## config.mk

```make
export PLATFORM = sky130hd
export DESIGN_NAME = uart_tx_arb
export DESIGN_NICKNAME = d
export VERILOG_FILES = /design/src/rtl/uart_pkg.sv /design/src/rtl/uart_tx_ser.sv /design/src/rtl/uart_tx_arb.sv
export SDC_FILE = /design/constraint.sdc
export NUM_CORES = 1
export LEC_CHECK = 0
export BUFFER_PORTS_ARGS = -buffer_cell sky130_fd_sc_hd__buf_2
export CAP_MARGIN = 20
export CELL_PAD_IN_SITES_DETAIL_PLACEMENT = 1
export CELL_PAD_IN_SITES_GLOBAL_PLACEMENT = 2
export CORE_MARGIN = 3
export CORE_UTILIZATION = 38
export CTS_BUF_LIST = sky130_fd_sc_hd__clkbuf_4
export DETAILED_ROUTE_END_ITERATION = 6
export GPL_TIMING_DRIVEN = 0
export PLACE_DENSITY_LB_ADDON = 0.12
export REMOVE_ABC_BUFFERS = 1
export SKIP_CTS_REPAIR_TIMING = 1
export SYNTH_ARGS = -nofsm -noshare
export SYNTH_HDL_FRONTEND = slang
export SYNTH_SLANG_ARGS = --single-unit
export TNS_END_PERCENT = 50
```

## constraint.sdc

```tcl
create_clock -name clk -period 2.55 [get_ports clk]
set_input_delay 0.765 -clock clk [delete_from_list [all_inputs] [get_ports clk]]
set_output_delay 0.765 -clock clk [all_outputs]
set_load 0.02 [all_outputs]
```

## src/rtl/uart_pkg.sv

```systemverilog
// Shared types and constants for the two-requester UART transmitter.
package uart_pkg;

    typedef enum logic [1:0] {
        IDLE  = 2'd0,
        START = 2'd1,
        DATA  = 2'd2,
        STOP  = 2'd3
    } uart_state_e;

    localparam int              UART_DATA_W   = 8;
    localparam logic [7:0]      UART_NL       = 8'h0A;
    localparam int              UART_LOCK_TMO = 256;

endpackage

```

## src/rtl/uart_tx_ser.sv

```systemverilog
// Frame serializer: start bit, 8 data bits LSB first, stop bit, each bc+1 clocks.
module uart_tx_ser
    import uart_pkg::*;
(
    input  logic                   clk,
    input  logic                   rst,
    input  logic                   load_i,
    input  logic [UART_DATA_W-1:0] ch_i,
    input  logic [15:0]            bc_i,
    output logic                   tx_o,
    output logic                   busy_o
);

    uart_state_e            state_q, state_d;
    logic [15:0]            tmr_q, tmr_d;
    logic [2:0]             idx_q, idx_d;
    logic [UART_DATA_W-1:0] sh_q, sh_d;
    logic [15:0]            bc_q, bc_d;
    logic                   tx_q, tx_d;
    logic                   bit_end;

    // Equality compare keeps bc=16'hFFFF from wrapping the timer.
    assign bit_end = (tmr_q == bc_q);

    always_comb begin
        state_d = state_q;
        tmr_d   = tmr_q;
        idx_d   = idx_q;
        sh_d    = sh_q;
        bc_d    = bc_q;
        case (state_q)
            IDLE: begin
                if (load_i) begin
                    state_d = START;
                    tmr_d   = '0;
                    idx_d   = '0;
                    sh_d    = ch_i;
                    bc_d    = bc_i;
                end
            end
            START: begin
                if (bit_end) begin
                    tmr_d   = '0;
                    state_d = DATA;
                end else begin
                    tmr_d = tmr_q + 16'd1;
                end
            end
            DATA: begin
                if (bit_end) begin
                    tmr_d = '0;
                    if (idx_q == 3'(UART_DATA_W - 1)) begin
                        state_d = STOP;
                    end else begin
                        idx_d = idx_q + 3'd1;
                        sh_d  = sh_q >> 1;
                    end
                end else begin
                    tmr_d = tmr_q + 16'd1;
                end
            end
            STOP: begin
                if (bit_end) begin
                    tmr_d   = '0;
                    state_d = IDLE;
                end else begin
                    tmr_d = tmr_q + 16'd1;
                end
            end
            default: state_d = IDLE;
        endcase
    end

    // Line level is derived from the next state so tx switches on the same edge as the state.
    always_comb begin
        tx_d = 1'b1;
        if (state_d == START) begin
            tx_d = 1'b0;
        end else if (state_d == DATA) begin
            tx_d = sh_d[0];
        end
    end

    always_ff @(posedge clk or posedge rst) begin
        if (rst) begin
            state_q <= IDLE;
            tmr_q   <= '0;
            idx_q   <= '0;
            tx_q    <= 1'b1;
        end else begin
            state_q <= state_d;
            tmr_q   <= tmr_d;
            idx_q   <= idx_d;
            tx_q    <= tx_d;
        end
    end

    always_ff @(posedge clk) begin
        sh_q <= sh_d;
        bc_q <= bc_d;
    end

    assign tx_o   = tx_q;
    assign busy_o = (state_q != IDLE);

endmodule

```

## src/rtl/uart_tx_arb.sv

```systemverilog
// Two-requester round-robin UART transmitter; define UART_TX_ARB_LINE_LOCK_EN
// to hold the grant on one requester until it sends a newline (or times out).
module uart_tx_arb
    import uart_pkg::*;
(
    input  logic        clk,
    input  logic        rst,
    input  logic [15:0] bc,
    input  logic        req0_vld,
    input  logic [7:0]  req0_ch,
    output logic        req0_rdy,
    input  logic        req1_vld,
    input  logic [7:0]  req1_ch,
    output logic        req1_rdy,
    output logic        tx,
    output logic        busy
);

    logic                   last_q, last_d;
    logic                   elig0, elig1;
    logic                   gnt;
    logic                   xfer;
    logic [UART_DATA_W-1:0] ch_sel;

`ifdef UART_TX_ARB_LINE_LOCK_EN
    logic       lock_q, lock_d;
    logic       own_q, own_d;
    logic       own_vld;
    logic [7:0] tmo_q, tmo_d;

    assign own_vld = own_q ? req1_vld : req0_vld;
    assign elig0   = req0_vld && !(lock_q && own_q);
    assign elig1   = req1_vld && !(lock_q && !own_q);

    // Timeout counts only consecutive idle cycles in which the lock owner has nothing to send.
    always_comb begin
        lock_d = lock_q;
        own_d  = own_q;
        tmo_d  = '0;
        if (xfer) begin
            if (ch_sel != UART_NL) begin
                lock_d = 1'b1;
                own_d  = gnt;
            end else begin
                lock_d = 1'b0;
            end
        end else if (lock_q && !busy && !own_vld) begin
            if (tmo_q == 8'(UART_LOCK_TMO - 1)) begin
                lock_d = 1'b0;
            end else begin
                tmo_d = tmo_q + 8'd1;
            end
        end
    end

    always_ff @(posedge clk or posedge rst) begin
        if (rst) begin
            lock_q <= 1'b0;
            own_q  <= 1'b0;
            tmo_q  <= '0;
        end else begin
            lock_q <= lock_d;
            own_q  <= own_d;
            tmo_q  <= tmo_d;
        end
    end
`else
    assign elig0 = req0_vld;
    assign elig1 = req1_vld;
`endif

    always_comb begin
        gnt = elig1;
        if (elig0 && elig1) begin
            gnt = ~last_q;
        end
    end

    assign req0_rdy = !busy && !rst && elig0 && !gnt;
    assign req1_rdy = !busy && !rst && elig1 && gnt;
    assign xfer     = req0_rdy || req1_rdy;
    assign ch_sel   = gnt ? req1_ch : req0_ch;
    assign last_d   = xfer ? gnt : last_q;

    always_ff @(posedge clk or posedge rst) begin
        if (rst) begin
            last_q <= 1'b1;
        end else begin
            last_q <= last_d;
        end
    end

    uart_tx_ser u_ser (
        .clk    (clk),
        .rst    (rst),
        .load_i (xfer),
        .ch_i   (ch_sel),
        .bc_i   (bc),
        .tx_o   (tx),
        .busy_o (busy)
    );

endmodule

```

==> impl_results.md <==
* RePlAce Congestion at 0.745
* DR DRC count at 0
* Total CTS buffers at 5
* Critical Path Start Type: input pin
* Tmin final at 2.62 ns
* Leak pwr at 1.19 nW
* Outcome: finished with violations
* Clock Sink Count at 47
* Tcrit/Tclk final at 103%
* Post-Layout Cell Count at 333
* Antenna violations before repair at 0
* Synth warn at 0
* Starting Density at 40.3%
* M3 GR Usage at 3.42%
* Avg Inst Size Synth at 11.7 sq um
* Maximum VDD drop at 282 uV
* Inserted Diodes at 0
* Max Clk Rate at 381 MHz
* Relative slew margins at 37.9%
* Remaining Overflow, GRT at 0
* CTS H-tree depth at 2
* Crit path required time at 1.79 ns
* Final WL at 5890 um
* Post-synth EDFFs at 23
* Reg2reg end: u_ser.tmr_q[15]
* Mapped cell area at 2450 sq um
* Share of layout cells above drive strength 1 at 29.1%
* Most common cell after layout, fill and taps aside: buf_2
* Crit Path Class: input pin to output port
* Via count at 1836
* Syn Inst Count at 210
* Core area at 6100 sq um
* Vias in the first global route at 1816
* Worst reg-to-reg path cell count at 6
* I/O pin cnt at 40
* RSZ-0062 raised after global routing: yes
* Antenna-violating nets left at 0
* CP max FO at 21
* Die X-Extent at 86.4 um
* Final Hold Fails at 0
* Busiest grt layer: met2
* Final Setup Violations at 1
* Full die area at 7460 sq um
* Clock root cell: clkbuf_4
* Clock buffer depth at 2
* Drt first pass iters at 4
* Setup TNS at -0.0748 ns
* # rows at 28
* Min-Delay Endpoint: u_ser.idx_q[1]
* R2r startpoint: u_ser.tmr_q[9]
* Met2 usage in global routing at 24.0%
* Netlist cell types at 48
* CP endpoint kind: output port
* GRT Overall Usage at 16.0%
* Failing checks: negative setup slack
* Dpl hpwl at 4150 um
* NumNets Final at 296
* Routed WL per cell at 17.7 um
* Area grow syn2layout at 18.2%
* Clock skew at 0.00818 ns
* Fraction of synthesis flops using an asynchronous set or reset pin at 48.9%
* Placed insts at 316
* Final WS setup at -0.0748 ns
* Clock-pin slew of the registers on the worst-case setup and hold paths at 0.15 ns
* Commonest cells after routing, fill and taps aside: 38 x buf_2, 23 x edfxtp_1, 19 x dfrtp_1
* Hold Path Origin: u_ser.idx_q[1]
* Grt met1 use at 23.7%
* Via density at 5.51
* First-pass GRT wire length at 9370 um
* R2R setup slack at 0.28 ns
* Arrival @ worst endpoint at 1.86 ns
* Max_cap viols at 0
* Top FF cell, synth: edfxtp_1
* Port buffer count at 39
* PwrDens at 551 nW/um^2
* DR iter-0 viols at 75
* Clk_lat worst skew at 0.36 ns
* Die Y at 86.4 um
* Class of the worst hold path: flip-flop to flip-flop
* CTS tree: done
* Fin. max-slew vios at 0
* Total power at 0.00160 W
* Flops & latches, synth at 47
* Largest net degree at the start of global routing at 24
* Worst hold stages at 2
* Slew @ Worst Pin at 0.931 ns
* Sequential share of the synthesized area at 52.5%
## state kept, by name, indices dropped and copies added (netlist names)
name,flops
u_ser.bc_q,16
u_ser.tmr_q,16
u_ser.sh_q,8
u_ser.idx_q,3
u_ser.state_q,2
last_q,1
u_ser.tx_o,1
## area by class of cell
cell class	instances	area, sq um
clock buffers	6	45.0
clock inverters	2	37.5
fillers	678	3200
inverters	7	38.8
multi-input cells	145	1090
flip-flops and latches	47	1290
well taps	75	93.8
repair buffers	51	303
## power breakdown
| group | internal, W | switching (W) |
|---|---|---|
| sequential | 0.000834 | 0.0000913 |
| combinational | 0.000115 | 0.0000862 |
| clock | 0.000218 | 0.000252 |
| total | 0.00117 | 0.000430 |
## how the worst max path moves through the flow
| stage | start | to | slack [ns] | cells past startpoint |
|---|---|---|---|---|
| floorplan | u_ser.tmr_q[10] | u_ser.tmr_q[15] | -0.35 | 5 |
| global placement | u_ser.tmr_q[4] | u_ser.tmr_q[3] | -1.62 | 5 |
| detailed placement | rst | req1_rdy | -0.49 | 7 |
| CTS | u_ser.state_q[1] | req1_rdy | -0.62 | 6 |
| global route | u_ser.state_q[1] | req1_rdy | -0.14 | 6 |
| finish | rst | req1_rdy | -0.07 | 7 |
## Yosys cell counts (6+ instances only)
cell type	count	area (sq um)
o31ai_1	9	67.6
xnor2_1	17	149
nor2_1	9	33.8
dfrtp_1	21	526
a21o_1	6	45.0
inv_1	6	22.5
mux2i_1	8	80.1
nand4_1	8	50.1
o2bb2ai_1	6	52.6
buf_2	6	30.0
nand2_1	13	48.8
edfxtp_1	23	691
## critical path, stage by stage
cell      delay, ns
buf_2          0.12
nor3_4         0.26
o21ai_4        0.14
buf_8          0.18
clkinv_8       0.11
and2_1         0.14
buf_4          0.14
## per-stage QoR
step	hold WS (ns)	worst slack [ns]	cell area, sq um	utilization, %
after floorplan	0.489	-0.353	2380	-
after global placement	0.509	-1.62	2670	43.8
after detailed placement	0.520	-0.489	2710	44.4
after CTS	0.539	-0.619	2790	45.8
after global routing	0.527	-0.140	2900	47.6
final	0.549	-0.0748	2900	47.6
## layer usage
metal / wire (um) / part of all wire (%)
met2: 2760 / 47
met1: 2850 / 48
met3: 222 / 3.8
met5: 0 / 0
met4: 55 / 0.93
## cells by family (layout without fill, tap and decap cells)
family                     after synthesis  after routing  synth area share [%]
AOI/OAI and AO/OA                       49             49                  15.0
xor gates and xnor gates                18             18                  6.73
adders and majority gates                3              3                  1.53
buffers and inverters                   18             66                  4.13
DFF                                     47             47                  52.5
muxes                                   11             11                  4.79
and+or+nand+nor                         64             64                  15.2
Note: power is estimated with default switching activity, not from simulation.
